$ cat src/rtl/sha256_msg_schedule.sv
// rtl/sha256_msg_schedule.sv - SHA-256 message schedule (16-word sliding window); optional SHA256_SCHED_B2B_EN
module sha256_msg_schedule #(
    parameter int WORD_W = 32,
    parameter int ROUNDS = 64
) (
    input  logic              clk,
    input  logic              rst,
    input  logic              blk_valid,
    output logic              blk_ready,
    input  logic [511:0]      blk_data,
    output logic              w_valid,
    input  logic              w_ready,
    output logic [WORD_W-1:0] w_data,
    output logic [5:0]        w_idx,
    output logic              w_last,
    output logic              busy
);

    localparam logic [5:0] LAST_IDX = 6'(ROUNDS - 1);

    typedef enum logic {
        IDLE,
        RUN
    } state_t;

    state_t state;
    state_t state_nxt;

    logic [WORD_W-1:0] win [16];
    logic [WORD_W-1:0] w_new;
    logic              blk_fire;
    logic              w_fire;
    logic              at_last;

    function automatic logic [31:0] sig0(input logic [31:0] x);
        return {x[6:0], x[31:7]} ^ {x[17:0], x[31:18]} ^ {3'b000, x[31:3]};
    endfunction

    function automatic logic [31:0] sig1(input logic [31:0] x);
        return {x[16:0], x[31:17]} ^ {x[18:0], x[31:19]} ^ {10'b0, x[31:10]};
    endfunction

    assign w_valid  = (state == RUN);
    assign busy     = (state == RUN);
    assign w_data   = win[0];
    assign at_last  = (w_idx == LAST_IDX);
    assign w_last   = w_valid && at_last;
    assign blk_fire = blk_valid && blk_ready;
    assign w_fire   = w_valid && w_ready;

    // Next schedule word; still computed past t=48 even though never emitted.
    assign w_new = sig1(win[14]) + win[9] + sig0(win[1]) + win[0];

    // State register.
    always_ff @(posedge clk or posedge rst) begin
        if (rst) begin
            state <= IDLE;
        end else begin
            state <= state_nxt;
        end
    end

    // Next-state decode and block-accept ready; ready is held low during reset.
    always_comb begin
        state_nxt = state;
        blk_ready = 1'b0;
        case (state)
            IDLE: begin
                blk_ready = !rst;
                if (blk_fire) begin
                    state_nxt = RUN;
                end
            end
            RUN: begin
`ifdef SHA256_SCHED_B2B_EN
                blk_ready = !rst && at_last && w_ready;
`else
                blk_ready = 1'b0;
`endif
                if (w_fire && at_last) begin
                    state_nxt = blk_fire ? RUN : IDLE;
                end
            end
            default: begin
                state_nxt = IDLE;
            end
        endcase
    end

    // Window load on block accept, shift and extend on each word handshake.
    always_ff @(posedge clk or posedge rst) begin
        if (rst) begin
            for (int i = 0; i < 16; i++) begin
                win[i] <= '0;
            end
            w_idx <= '0;
        end else if (blk_fire) begin
            for (int i = 0; i < 16; i++) begin
                win[i] <= blk_data[511 - 32*i -: 32];
            end
            w_idx <= '0;
        end else if (w_fire) begin
            for (int i = 0; i < 15; i++) begin
                win[i] <= win[i+1];
            end
            win[15] <= w_new;
            w_idx   <= at_last ? 6'd0 : w_idx + 6'd1;
        end
    end

endmodule

$ cat config.mk
export PLATFORM = sky130hd
export DESIGN_NAME = sha256_msg_schedule
export DESIGN_NICKNAME = d
export VERILOG_FILES = /design/src/rtl/sha256_msg_schedule.sv
export SDC_FILE = /design/constraint.sdc
export NUM_CORES = 2
export LEC_CHECK = 0
export ABC_AREA = 1
export CAP_MARGIN = 20
export CORE_MARGIN = 10
export CORE_UTILIZATION = 40
export CTS_CLUSTER_DIAMETER = 30
export CTS_CLUSTER_SIZE = 12
export DETAILED_ROUTE_END_ITERATION = 12
export SYNTH_ARGS = -nofsm -noshare
export SYNTH_HDL_FRONTEND = slang
export SYNTH_SLANG_ARGS = --single-unit
$ cat constraint.sdc
create_clock -name clk -period 23.1 [get_ports clk]
set_input_delay 2.31 -clock clk [delete_from_list [all_inputs] [get_ports clk]]
set_output_delay 2.31 -clock clk [all_outputs]
set_load 0.01 [all_outputs]
### Yosys cells after proc, flatten, opt, wreduce, memory -nomap -nowiden

Cells that the tools add are included.

| operators by class | value |
|---|---|
| $add $sub $neg | 4 |
| eq/ne operators | 1 |
| multiplexer cells | 9 |
| bitwise logic cells | 5 |
| reduce and logical (&&, ||, !) cells | 6 |

Operator list:

| cell | count |
|---|---|
| $mux W512 | 2 |
| $add A32 B32 Y32 | 3 |
| $xor A32 B32 Y32 | 2 |
| $xor A32 B22 Y32 | 1 |
| $xor A32 B29 Y32 | 1 |
| $mux W6 | 3 |
| $add A6 B1 Y6 const B | 1 |
| $eq A6 B6 Y1 const B | 1 |
| $logic_and A1 B1 Y1 | 4 |
| $pmux W1 S2 | 2 |
| $mux W1 | 2 |
| $reduce_bool A2 Y1 | 1 |
| $logic_not A1 Y1 | 1 |
| $not A1 Y1 | 1 |

| storage, ports and cells | value |
|---|---|
| bits in registers | 519 |
| input bits | 516 |
| word-level logic and storage cells | 43 |

### Logic depth before layout (Yosys ltp)

| depth | value |
|---|---|
| word-level depth | 7 |
| gate-level depth with buffers | 20 |
| gate-level depth less buffers | 19 |

### Worst setup path before layout

OpenSTA, ideal clock, no wires.

| timing path | value |
|---|---|
| kind | input-to-output |
| start | input rst |
| end | output blk_ready |
| data arrival time | 2.503 ns |
| data required time | 20.790 ns |
| slack | 18.287 ns |
| stages on the path | 1 |
| path buffers | 0 |
| cells stage by stage | nor2_2 |

| between the ends | value |
|---|---|
| cells in the longest elaborated chain, start to end | 2 |

Ends and longest elaborated chain:

| element | RTL line | source |
|---|---|---|
| start, declared | 7 | `input logic rst,` |
| $logic_not A1 Y1 (no source line) | n/a |  |
| $pmux W1 S2 | 67 | `case (state)` |
| end, declared | 9 | `output logic blk_ready,` |

No other way between the ends.

### Worst setup path in the final report

| timing path | value |
|---|---|
| start | input rst |
| end | register win[394] in the netlist's numbering |

| between the ends | value |
|---|---|
| cells in the longest elaborated chain, start to end | 4 |
| elaborated cells on any way between the ends | 5 |

Ends and longest elaborated chain:

| element | RTL line | source |
|---|---|---|
| $logic_not A1 Y1 (no source line) (*) | n/a |  |
| $pmux W1 S2 (*) | 67 |  |
| $logic_and A1 B1 Y1 (*) | 48 | `assign blk_fire = blk_valid && blk_ready;` |
| $mux W512 or $reduce_bool A2 Y1 (tied branches) | n/a |  |
| end signal, assigned by index | 99 | `win[i] <= blk_data[511 - 32*i -: 32];` |
| end signal, assigned by index | 104 | `win[i] <= win[i+1];` |
| end, declared | 29 | `logic [WORD_W-1:0] win [16];` |

Every way passes the cells marked *; elsewhere a longest branch is shown, timed or not.
A chain may end at the register's enable or synchronous reset.

==> qor.yml <==
outcome: "finished clean"
worstMarginPinSlew_ns: 1.150
synth_area_sq_mm: 0.02904
numCtsBuffers: 130
synth-edff-count: 0
clock_latency_ns: 0.71
grt_pass1_vias: 26370
hpwl_mm: 91.72
cp_max_fo: 281
routedWlPerCell_um: 23.76
h-tree-depth: 4
gr-usage-met1_pct: 37.64
wirelength_mm: 122.5
synth_area_per_cell_sq_um: 7.983
fin_crit_sh_pct: 26.25
use_met2_pct: 43.31
critPathKind: "in -> reg"
die_w_um: 289.5
drive_gt1_share_pct: 6.153
ctsHoldBuffers: 0
placedCellCount: 4903
core_sq_mm: 0.07173
cp_slowest_cell: "buf_4"
grt_start_max_net_pins: 282
syn_inst: 3638
port_buffers: 557
cts-root-buf: "clkbuf_16"
min_to: "win[22]"
gp_congestion: 0.9507
path_cells: "clkdlybuf4s50_1 -> nor2_2 -> nand2_8 -> inv_4 -> nor2_4 -> inv_16 -> buf_4 -> o21ai_0"
area_growth_pct: 36.20
route.detailed.drc: 0
finalWorstSetupSlack_ns: 17.04
drt_iter0_markers: 2729
cp-end-kind: "flip-flop"
ys_types: 36
start_util_pct: 40.49
final_cells: 5157
finalCriticalPeriod_ns: 6.063
hold_depth: 2
setup_viol: 0
cts_buffer_depth: 3
nNetsFinal: 4697
yosysSeqAreaShare_pct: 44.72
die-height_um: 289.5
grt_util_all_layers_pct: 28.33
fmax_mhz: 164.9
reg2reg_slack_ns: 18.67
cts_resized: 0
timing.rr.start: "busy"
overflow: 0
min_from: "win[22]"
num_rows: 98
synth-seq-cells: 519
ys.flop_type: "dfrtp_1"
skew_ns: 0.03839
via_per_inst: 5.223
fin_tns_setup_ns: 0
ant_nets: 0
slew_headroom_pct: 23.33
crit_required_ns: 23.62
path_clk_slew_ns: 0.05
die-area_sq_mm: 0.08378
cap_violations: 0
place_ws_ns: 16.39
antenna_found_initial: 32
synthesis.yosys.warnings: 0
use_met3_pct: 8.227
rr_worst_depth: 7
crit_arrival_ns: 6.59
tritoncts: "built"
grt-busiest-layer: "met2"
post_cts.repair.setup_buffers: 0
synthArstFlopShare_pct: 100.0
drv_slew: 0
nFillCells: 6781
r2r-end: "win[394]"
vias: 26940
hold_class: "reg -> reg"
finalHoldViolCount: 0
slowest_delay_ns: 0.94
cp-start-kind: "input port"
io_pins: 558
cts_num_sinks: 519
first_pass_iters: 7
grt_pass1_wl_mm: 174.6
synth_fp_nets: 4248
rsz0062_at_grt: "no"
[critical path: cells and delay by family]
family	cells	cell delay, ns
simple gates	3	0.96
compound gates	1	0.17
buf+inv	4	2.75
[per-layer routing]
metal	vias to the layer above	part of all wire, %
li1	12700	-
met2	1110	45
met1	12880	42
met5	-	0.20
met4	42	3.3
met3	215	8.8
[cell families after synthesis]
group | Yosys count | synth area share (%)
fa+ha+maj | 94 | 5.652
buf+inv | 967 | 13.49
compound gates | 1452 | 25.65
flops | 519 | 44.72
simple gates | 476 | 6.570
xor+xnor | 130 | 3.920
[cells in the final DEF (no fill, tap or decap), types with 2 or more instances in the layout]
cell / Yosys / final
ha_1: 32 / 32
clkbuf_1: 173 / 8
clkinv_2: 0 / 26
clkbuf_8: 0 / 19
buf_4: 41 / 16
nand4_1: 7 / 7
fa_1: 62 / 62
o21bai_1: 4 / 4
o21ai_0: 1137 / 1137
a21oi_1: 55 / 55
buf_12: 0 / 2
bufinv_16: 0 / 19
nand2_8: 0 / 2
xor2_1: 62 / 62
and2_1: 3 / 3
dfrtp_1: 519 / 519
inv_16: 0 / 5
o21ai_1: 170 / 170
o22ai_1: 38 / 38
nor3_1: 6 / 6
o211ai_1: 44 / 44
clkinv_16: 0 / 2
xnor2_1: 68 / 68
nor2_1: 82 / 82
inv_1: 704 / 703
buf_16: 0 / 2
clkinv_8: 0 / 5
inv_6: 0 / 3
clkbuf_16: 0 / 133
nand2_1: 322 / 322
clkinv_4: 0 / 4
diode_2: 0 / 14
nand3_1: 50 / 50
clkdlybuf4s50_1: 0 / 557
clkinvlp_4: 0 / 15
[worst max path at each step]
stage / startpoint / end / slack, ns / depth (start not counted)
finish: rst / win[394] / 17.04 / 8
global route: rst / win[389] / 16.82 / 8
CTS: rst / blk_ready / 17.07 / 3
detailed placement: rst / win[243] / 16.39 / 8
global placement: rst / win[115] / 16.48 / 8
floorplan: rst / busy / 6.29 / 1
[per-stage QoR]
stage | utilization [%] | hold slack, ns | cell area (sq um)
finish | 55.15 | 0.4840 | 39560
global route | 55.12 | 0.5027 | 39540
CTS | 55.02 | 0.4849 | 39470
detailed placement | 48.45 | 0.4709 | 34750
global placement | 48.45 | 0.4626 | 34750
floorplan | - | 0.4491 | 29040
[cell usage after synthesis (all sizes together) (7+ instances only)]
master     n  area, sq um
inv      707         2659
nor2      84        325.3
a21oi     55        275.3
xor2      62        543.0
fa        62         1241
o21ai   1307         6541
o211ai    44        330.3
dfrtp    519        12990
buf       84        595.6
ha        32        400.4
xnor2     68        595.6
clkbuf   176        664.4
o22ai     38        237.7
nand2    324         1226
nand4      7        43.79
nand3     50        250.2
[registers in the layout, summed over array words and instances (netlist names)]
| signal | cells |
|---|---|
| w_data | 32 |
| busy | 1 |
| w_idx | 6 |
| win | 480 |
[final cells by class]
| class | instances | area (sq um) | share of cell area, % |
|---|---|---|---|
| Sequential cell | 519 | 12990 | 32.83 |
| Timing Repair Buffer | 577 | 5791 | 14.64 |
| Clock buffer | 160 | 3620 | 9.151 |
| Clock inverter | 78 | 1096 | 2.771 |
| Antenna cell | 14 | 35.03 | 0.08857 |
| Multi-Input combinational cell | 2152 | 12160 | 30.74 |
| Inverter | 707 | 2680 | 6.775 |
| Tap cell | 950 | 1189 | 3.005 |
Power is left out: the tool's default activity adds up to more than one toggle a clock period on the data nets, which glitch-free logic cannot reach.
